--- src/rtl/mc_pkg.sv ---
// mc_pkg: opcodes, functs, ALU codes, FSM states and decode helpers for the multi-cycle core
package mc_pkg;
  localparam logic [5:0] OP_RTYPE = 6'h00, OP_J = 6'h02, OP_BEQ = 6'h04, OP_ADDI = 6'h08, OP_LW = 6'h23, OP_SW = 6'h2B;
  localparam logic [5:0] FN_ADD = 6'h20, FN_SUB = 6'h22, FN_AND = 6'h24, FN_OR = 6'h25, FN_SLT = 6'h2A;
  localparam logic [3:0] ALU_AND = 4'b0000, ALU_OR = 4'b0001, ALU_ADD = 4'b0010, ALU_SUB = 4'b0110, ALU_SLT = 4'b0111;
  typedef enum logic [2:0] {FETCH, DECODE, EXEC, MEM, WB, HALT} state_e;
  function automatic logic [3:0] funct_alu(input logic [5:0] f);
    return f == FN_SUB ? ALU_SUB : f == FN_AND ? ALU_AND : f == FN_OR ? ALU_OR : f == FN_SLT ? ALU_SLT : ALU_ADD;
  endfunction
  function automatic logic is_legal(input logic [5:0] op, input logic [5:0] f);
    return op == OP_RTYPE ? f inside {FN_ADD, FN_SUB, FN_AND, FN_OR, FN_SLT} : op inside {OP_J, OP_BEQ, OP_ADDI, OP_LW, OP_SW};
  endfunction
endpackage

--- src/rtl/mc_processor_if.sv ---
// mc_processor_if: instruction/data memory handshakes and status of the multi-cycle core
interface mc_processor_if;
  logic [31:0] inst_addr, instr, data_addr, data_in, data_out;
  logic inst_req, inst_ready, mem_read, mem_write, mem_ready, retire, halted;
  modport master(output inst_addr, inst_req, data_addr, data_in, mem_read, mem_write, retire, halted,
                 input instr, inst_ready, data_out, mem_ready);
  modport slave(input inst_addr, inst_req, data_addr, data_in, mem_read, mem_write, retire, halted,
                output instr, inst_ready, data_out, mem_ready);
endinterface

--- src/rtl/alu.sv ---
// alu: 32-bit add/sub/and/or/signed-slt selected by a 4-bit operation code
module alu
  import mc_pkg::*;
(
  input  logic [3:0]  op_i,
  input  logic [31:0] a_i,
  input  logic [31:0] b_i,
  output logic [31:0] y_o
);
  always_comb
    y_o = op_i == ALU_SUB ? a_i - b_i :
          op_i == ALU_AND ? a_i & b_i :
          op_i == ALU_OR  ? a_i | b_i :
          op_i == ALU_SLT ? {31'd0, $signed(a_i) < $signed(b_i)} : a_i + b_i;
endmodule

--- src/rtl/mc_control.sv ---
// mc_control: FSM and instruction decode driving the multi-cycle datapath
module mc_control
  import mc_pkg::*;
(
  input  logic       clk,
  input  logic       reset,
  input  logic [5:0] op_i,
  input  logic [5:0] funct_i,
  input  logic       inst_ready_i,
  input  logic       mem_ready_i,
  input  logic       eq_i,
  output state_e     state_o,
  output logic [3:0] alu_op_o,
  output logic       reg_we_o,
  output logic       wr_rd_o,
  output logic       wd_mdr_o,
  output logic       pc_inc_o,
  output logic       pc_br_o,
  output logic       pc_jmp_o,
  output logic       inst_req_o,
  output logic       mem_read_o,
  output logic       mem_write_o,
  output logic       retire_o,
  output logic       halted_o
);
  state_e state_q, state_d;
  logic boot_q, rtype, mem_op, ctl_op;
  // boot_q keeps fetch quiet for the cycle in which reset is released
  always_ff @(posedge clk)
    if (reset) begin
      state_q <= FETCH;
      boot_q  <= 1'b1;
    end else begin
      state_q <= state_d;
      boot_q  <= 1'b0;
    end
  always_comb begin
    rtype       = op_i == OP_RTYPE;
    mem_op      = op_i == OP_LW || op_i == OP_SW;
    ctl_op      = op_i == OP_BEQ || op_i == OP_J;
    inst_req_o  = state_q == FETCH && !boot_q;
    pc_inc_o    = inst_req_o && inst_ready_i;
    alu_op_o    = state_q == EXEC && rtype ? funct_alu(funct_i) : ALU_ADD;
    pc_br_o     = state_q == EXEC && op_i == OP_BEQ && eq_i;
    pc_jmp_o    = state_q == EXEC && op_i == OP_J;
    mem_read_o  = state_q == MEM && op_i == OP_LW;
    mem_write_o = state_q == MEM && op_i == OP_SW;
    reg_we_o    = state_q == WB;
    retire_o    = reg_we_o || (state_q == EXEC && ctl_op) || (mem_write_o && mem_ready_i);
    halted_o    = state_q == HALT;
    wr_rd_o     = rtype;
    wd_mdr_o    = op_i == OP_LW;
    state_o     = state_q;
    case (state_q)
      FETCH:   state_d = pc_inc_o ? DECODE : FETCH;
      DECODE:  state_d = is_legal(op_i, funct_i) ? EXEC : HALT;
      EXEC:    state_d = ctl_op ? FETCH : mem_op ? MEM : WB;
      MEM:     state_d = !mem_ready_i ? MEM : mem_write_o ? FETCH : WB;
      WB:      state_d = FETCH;
      default: state_d = HALT;
    endcase
  end
endmodule

--- src/rtl/reg_file.sv ---
// reg_file: 32x32 GPRs, two read ports, one write port, R0 hard-wired to zero
module reg_file #(
  parameter bit ZERO_ON_RESET = 1'b1
) (
  input  logic        clk,
  input  logic        reset,
  input  logic [4:0]  ra_i,
  input  logic [4:0]  rb_i,
  input  logic [4:0]  wa_i,
  input  logic [31:0] wd_i,
  input  logic        we_i,
  output logic [31:0] rda_o,
  output logic [31:0] rdb_o
);
  logic [31:0] r_q [32];
  always_ff @(posedge clk)
    if (reset && ZERO_ON_RESET) for (int i = 0; i < 32; i++) r_q[i] <= '0;
    else if (we_i && wa_i != 5'd0) r_q[wa_i] <= wd_i;
  always_comb begin
    rda_o = ra_i == 5'd0 ? '0 : r_q[ra_i];
    rdb_o = rb_i == 5'd0 ? '0 : r_q[rb_i];
  end
endmodule

--- src/rtl/mc_processor.sv ---
// mc_processor: multi-cycle MIPS-subset core; one shared ALU pass per FSM state
module mc_processor
  import mc_pkg::*;
#(
  parameter logic [31:0] RESET_ADDR         = 32'h0000_0000,
  parameter bit          ZERO_REGS_ON_RESET = 1'b1
) (
  input logic            clk,
  input logic            reset,
  mc_processor_if.master bus
);
  state_e      state;
  logic [31:0] pc_q, ir_q, a_q, b_q, alu_q, mdr_q, tgt_q;
  logic [31:0] sext, alu_a, alu_b, alu_y, rs_data, rt_data;
  logic [3:0]  alu_op;
  logic        reg_we, wr_rd, wd_mdr, pc_inc, pc_br, pc_jmp;
  mc_control u_ctl (
    .clk(clk), .reset(reset), .op_i(ir_q[31:26]), .funct_i(ir_q[5:0]),
    .inst_ready_i(bus.inst_ready), .mem_ready_i(bus.mem_ready), .eq_i(a_q == b_q),
    .state_o(state), .alu_op_o(alu_op), .reg_we_o(reg_we), .wr_rd_o(wr_rd), .wd_mdr_o(wd_mdr),
    .pc_inc_o(pc_inc), .pc_br_o(pc_br), .pc_jmp_o(pc_jmp), .inst_req_o(bus.inst_req),
    .mem_read_o(bus.mem_read), .mem_write_o(bus.mem_write), .retire_o(bus.retire), .halted_o(bus.halted)
  );
  // FETCH computes PC+4, DECODE the branch target, EXEC the instruction result
  always_comb begin
    sext  = {{16{ir_q[15]}}, ir_q[15:0]};
    alu_a = state == FETCH || state == DECODE ? pc_q : a_q;
    alu_b = state == FETCH ? 32'd4 : state == DECODE ? {sext[29:0], 2'b00} : ir_q[31:26] == OP_RTYPE ? b_q : sext;
  end
  alu u_alu (.op_i(alu_op), .a_i(alu_a), .b_i(alu_b), .y_o(alu_y));
  reg_file #(.ZERO_ON_RESET(ZERO_REGS_ON_RESET)) u_rf (
    .clk(clk), .reset(reset), .ra_i(ir_q[25:21]), .rb_i(ir_q[20:16]),
    .wa_i(wr_rd ? ir_q[15:11] : ir_q[20:16]), .wd_i(wd_mdr ? mdr_q : alu_q),
    .we_i(reg_we && !reset), .rda_o(rs_data), .rdb_o(rt_data)
  );
  always_ff @(posedge clk)
    if (reset) begin
      pc_q  <= RESET_ADDR;
      ir_q  <= '0;
      a_q   <= '0;
      b_q   <= '0;
      alu_q <= '0;
      mdr_q <= '0;
      tgt_q <= '0;
    end else begin
      if (pc_inc) begin
        pc_q <= alu_y;
        ir_q <= bus.instr;
      end
      if (pc_br) pc_q <= tgt_q;
      if (pc_jmp) pc_q <= {pc_q[31:28], ir_q[25:0], 2'b00};
      if (state == DECODE) begin
        a_q   <= rs_data;
        b_q   <= rt_data;
        tgt_q <= alu_y;
      end
      if (state == EXEC) alu_q <= alu_y;
      if (bus.mem_read && bus.mem_ready) mdr_q <= bus.data_out;
    end
  always_comb begin
    bus.inst_addr = pc_q;
    bus.data_addr = alu_q;
    bus.data_in   = b_q;
  end
endmodule

--- src/flat_wrapper.sv ---
// flat-port wrapper written by rule: the top's interface ports become plain ports
module mc_processor_flat import mc_pkg::*;
#(
  parameter logic [31:0] RESET_ADDR         = 32'h0000_0000,
  parameter bit          ZERO_REGS_ON_RESET = 1'b1
)
  (clk, reset, bus_inst_addr, bus_inst_req, bus_data_addr, bus_data_in, bus_mem_read, bus_mem_write, bus_retire, bus_halted, bus_instr, bus_inst_ready, bus_data_out, bus_mem_ready);
  mc_processor_if bus_i ();
  input logic clk;
  input logic reset;
  output wire logic [$bits(bus_i.inst_addr)-1:0] bus_inst_addr;
  output wire logic [$bits(bus_i.inst_req)-1:0] bus_inst_req;
  output wire logic [$bits(bus_i.data_addr)-1:0] bus_data_addr;
  output wire logic [$bits(bus_i.data_in)-1:0] bus_data_in;
  output wire logic [$bits(bus_i.mem_read)-1:0] bus_mem_read;
  output wire logic [$bits(bus_i.mem_write)-1:0] bus_mem_write;
  output wire logic [$bits(bus_i.retire)-1:0] bus_retire;
  output wire logic [$bits(bus_i.halted)-1:0] bus_halted;
  input wire logic [$bits(bus_i.instr)-1:0] bus_instr;
  input wire logic [$bits(bus_i.inst_ready)-1:0] bus_inst_ready;
  input wire logic [$bits(bus_i.data_out)-1:0] bus_data_out;
  input wire logic [$bits(bus_i.mem_ready)-1:0] bus_mem_ready;
  assign bus_inst_addr = bus_i.inst_addr;
  assign bus_inst_req = bus_i.inst_req;
  assign bus_data_addr = bus_i.data_addr;
  assign bus_data_in = bus_i.data_in;
  assign bus_mem_read = bus_i.mem_read;
  assign bus_mem_write = bus_i.mem_write;
  assign bus_retire = bus_i.retire;
  assign bus_halted = bus_i.halted;
  assign bus_i.instr = bus_instr;
  assign bus_i.inst_ready = bus_inst_ready;
  assign bus_i.data_out = bus_data_out;
  assign bus_i.mem_ready = bus_mem_ready;
  mc_processor #(.RESET_ADDR(RESET_ADDR), .ZERO_REGS_ON_RESET(ZERO_REGS_ON_RESET)) u_core (.clk(clk), .reset(reset), .bus(bus_i));
endmodule
--- config.mk ---
export PLATFORM = sky130hd
export DESIGN_NAME = mc_processor_flat
export DESIGN_NICKNAME = d
export VERILOG_FILES = /design/src/rtl/mc_pkg.sv /design/src/rtl/mc_processor_if.sv /design/src/rtl/alu.sv /design/src/rtl/mc_control.sv /design/src/rtl/reg_file.sv /design/src/rtl/mc_processor.sv /design/src/flat_wrapper.sv
export SDC_FILE = /design/constraint.sdc
export NUM_CORES = 2
export LEC_CHECK = 0
export CORE_ASPECT_RATIO = 0.75
export CORE_MARGIN = 4
export CORE_UTILIZATION = 57
export DETAILED_ROUTE_END_ITERATION = 7
export PLACE_DENSITY = 0.74
export SLEW_MARGIN = 0
export SYNTH_ARGS = -nofsm -noshare
export SYNTH_HDL_FRONTEND = slang
export SYNTH_SLANG_ARGS = --single-unit
--- constraint.sdc ---
create_clock -name clk -period 5.1 [get_ports clk]
set_input_delay 0.765 -clock clk [delete_from_list [all_inputs] [get_ports clk]]
set_output_delay 0.765 -clock clk [all_outputs]
set_load 0.05 [all_outputs]
==> metrics.txt <==
status complete, no violations; first-pass GRT wire length 346000 µm; Final nets around 5400; Rel. slew slack between 10% and 20%; Cell variety after synth 87; largest net degree at the start of global routing 143; Mapped Cells roughly 5200; LEAKAGE approximately 25 nW; Synth top area share 46.2%; placement row count around 110; Clock power frac between 30% and 40%; Final HPWL DP ~160000 µm; Via density around 7.1; Critical R2R Launch u_core.ir_q[31]$_SDFFE_PP0P_; Worst-Margin Slew around 1.3 ns; DIE AREA between 100000 and 150000 µm²; drt first pass iters 8; TritonCTS buffer count 118; Routability Congestion ~1.0; Max FO, Critical Path 16; vias in the first global route 47400; initial antenna violation count 8; Chip Width 403 µm; number of H-tree levels 3; chip height between 300 and 400 µm; Setup crit end kind flip-flop; area grow syn2layout 13.2%; total track usage between 30 and 40%; CTS tree yes; logic gate share of total power roughly 15%; commonest non-fill, non-tap cell in the layout nor2_1; drt initial violations 9742; P_int about 18 mW; synth warn 0; switching power total 6.65 mW; routed vias about 49000; Final Hold Vio Count 0; Setup Viol. Count Final 0; Seq/Total Area, Yosys about 53%; core area 116000 µm²; Tmin final roughly 5 ns; TNS Setup 0 ns; final worst path period share a little over nine tenths; RSZ-0062 raised after global routing no; Post-synth EDFFs between 1000 and 1500; Layout Skew just over 0.06 ns; register bit total from synthesis 1262; Top Ports ~170; Synth area leaders edfxtp_1 (46%), mux4_2 (22%), nor2_1 (7.2%); Max VDD drop between 0.0003 and 0.0004 V; Hold WS between 0.4 and 0.5 ns; worst hold path type reg -> reg; Critical Path AT between 5 and 6 ns; most frequent cells in the layout nor2_1 (1278), edfxtp_1 (1024), mux4_2 (640); CTS clk-pin slew, worst paths roughly 0.070 ns; Setup CP Type reg -> reg; max cap viols 0; switching share of power between 20 and 30%; Clock Sinks 1262; # DRC 0; fmax roughly 200 MHz; IO Port Bufs 168; area leader, netlist edfxtp_1; maximum root-to-sink buffer count 3; hold path start u_core.tgt_q[8]$_SDFFE_PP0P_; Flop pwr share between 40 and 50%; ANT nets after route 0; CP Launch Point u_core.ir_q[31]$_SDFFE_PP0P_; clk_lat worst skew 0.77 ns; share of cells above drive strength 1 22.3%; ys flop type edfxtp_1; syn avg cell area approximately 13 µm²; total gr overflow 0; Mapped Area 66600 µm²; WL/cell about 35 µm; Detailed Route WL about 240000 µm; Async S/R FF share, synth 0%; Root Buffer clkbuf_16; PwrDens approximately 330 nW/µm²; Initial Util 57.5%; max-slew violation count 0; Post-CTS Hold Fix Bufs 0; WP data required roughly 5.7 ns; Startpoint Class flip-flop
## critical path, cell delays in order, from the launching register on
cell	delay, ns
dfxtp_1	0.36
or4_4	0.57
nor3_4	0.16
buf_12	0.20
buf_12	0.19
mux2i_1	0.08
or2_2	0.30
buf_4	0.16
fa_1	0.43
nor2b_1	0.23
o2111ai_2	0.22
nand4_1	0.28
nand4b_1	0.28
nand4b_1	0.22
buf_4	0.18
a41o_1	0.23
mux2i_1	0.23
o211ai_1	0.11
o21ai_1	0.19
o31ai_1	0.10
## cells in the mapped netlist, types with 51 or more instances
library cell,instances
inv_1,94
nand2_1,326
mux2i_1,146
a21oi_1,256
dfxtp_1,238
edfxtp_1,1024
xnor2_1,55
a211oi_1,51
clkbuf_1,398
buf_1,75
nand2b_1,61
ha_1,97
nor2_1,1280
mux4_2,640
## area by class of cell
type                       count  area, µm²
clock inverter                72        736
multi-input combinational   3385      29600
antenna                        3       7.51
tap                         1540       1930
timing repair buffer         398       4040
clock buffer                 147       3120
inverter                      97        364
fill                        8260      40400
sequential                  1262      35500
## kinds of logic (layout without fill, tap and decap cells)
kind of cell	Yosys count	count (layout)	share of synthesized area, %
AND/OR/NAND/NOR	1822	1822	11.1
flip-flops	1262	1262	53.3
multiplexers	788	788	23.9
buffers and inverters	588	714	3.36
AO/OA/AOI/OAI	570	570	5.45
adder cells (fa/ha/maj)	100	100	1.90
XOR/XNOR	73	73	0.960
other	1	35	0.00563
## routing by layer
layer | global-route usage (%) | part of all wire, %
met5 | 0 | 0.0053
met4 | 14.8 | 4.6
met3 | 14.3 | 17
met2 | 54.2 | 42
met1 | 58.7 | 36
## sequential cells by signal, summed over array words and instances (netlist names), named ones only
signal	cells
u_core.a_q	32
u_core.bus.data_addr	32
u_core.bus.data_in	32
u_core.bus.inst_addr	32
u_core.ir_q	32
u_core.mdr_q	32
u_core.tgt_q	32
u_core.u_ctl.boot_q	1
u_core.u_ctl.state_o	3
u_core.u_rf.r_q	1024
## power groups by stage
stage          clock [mW]  sequential [mW]  combinational (mW)
6_report             9.01             11.8                3.79
5_1_grt              9.45             11.8                3.91
4_1_cts              8.99             11.8                3.65
3_5_place_dp            0             12.0                3.63
3_3_place_gp            0             12.0                3.61
2_1_floorplan           0             11.9                2.26
## path summary, 6_finish.rpt
check,end,slack (ns),depth (start not counted)
max,u_core.tgt_q[28]$_SDFFE_PP0P_,0.20,19
min,u_core.tgt_q[8]$_SDFFE_PP0P_,0.46,2
max reg2reg,u_core.tgt_q[28]$_SDFFE_PP0P_,0.20,19
min reg2reg,u_core.tgt_q[8]$_SDFFE_PP0P_,0.46,2
## timing repair
action	in CTS	in global routing
setup endpoints to repair	0	29
buffers inserted	0	1
gates resized for setup	0	8
hold endpoints to repair	0	0
## through the flow
| step | power [mW] | instance area (µm²) | cells | setup WS (ns) | utilization, % |
|---|---|---|---|---|---|
| 2_1_floorplan | 14.2 | 66700 | 5235 | 0.418 | - |
| 3_3_place_gp | 15.6 | 71500 | 6681 | 0.135 | 61.7 |
| 3_5_place_dp | 15.6 | 71500 | 6681 | 0.149 | 61.7 |
| 4_1_cts | 24.4 | 75300 | 6900 | 0.124 | 65.0 |
| 5_1_grt | 25.2 | 75400 | 6902 | 0.00830 | 65.1 |
| 6_report | 24.6 | 75400 | 6904 | 0.197 | 65.1 |
(Power assumes the default switching activity.)
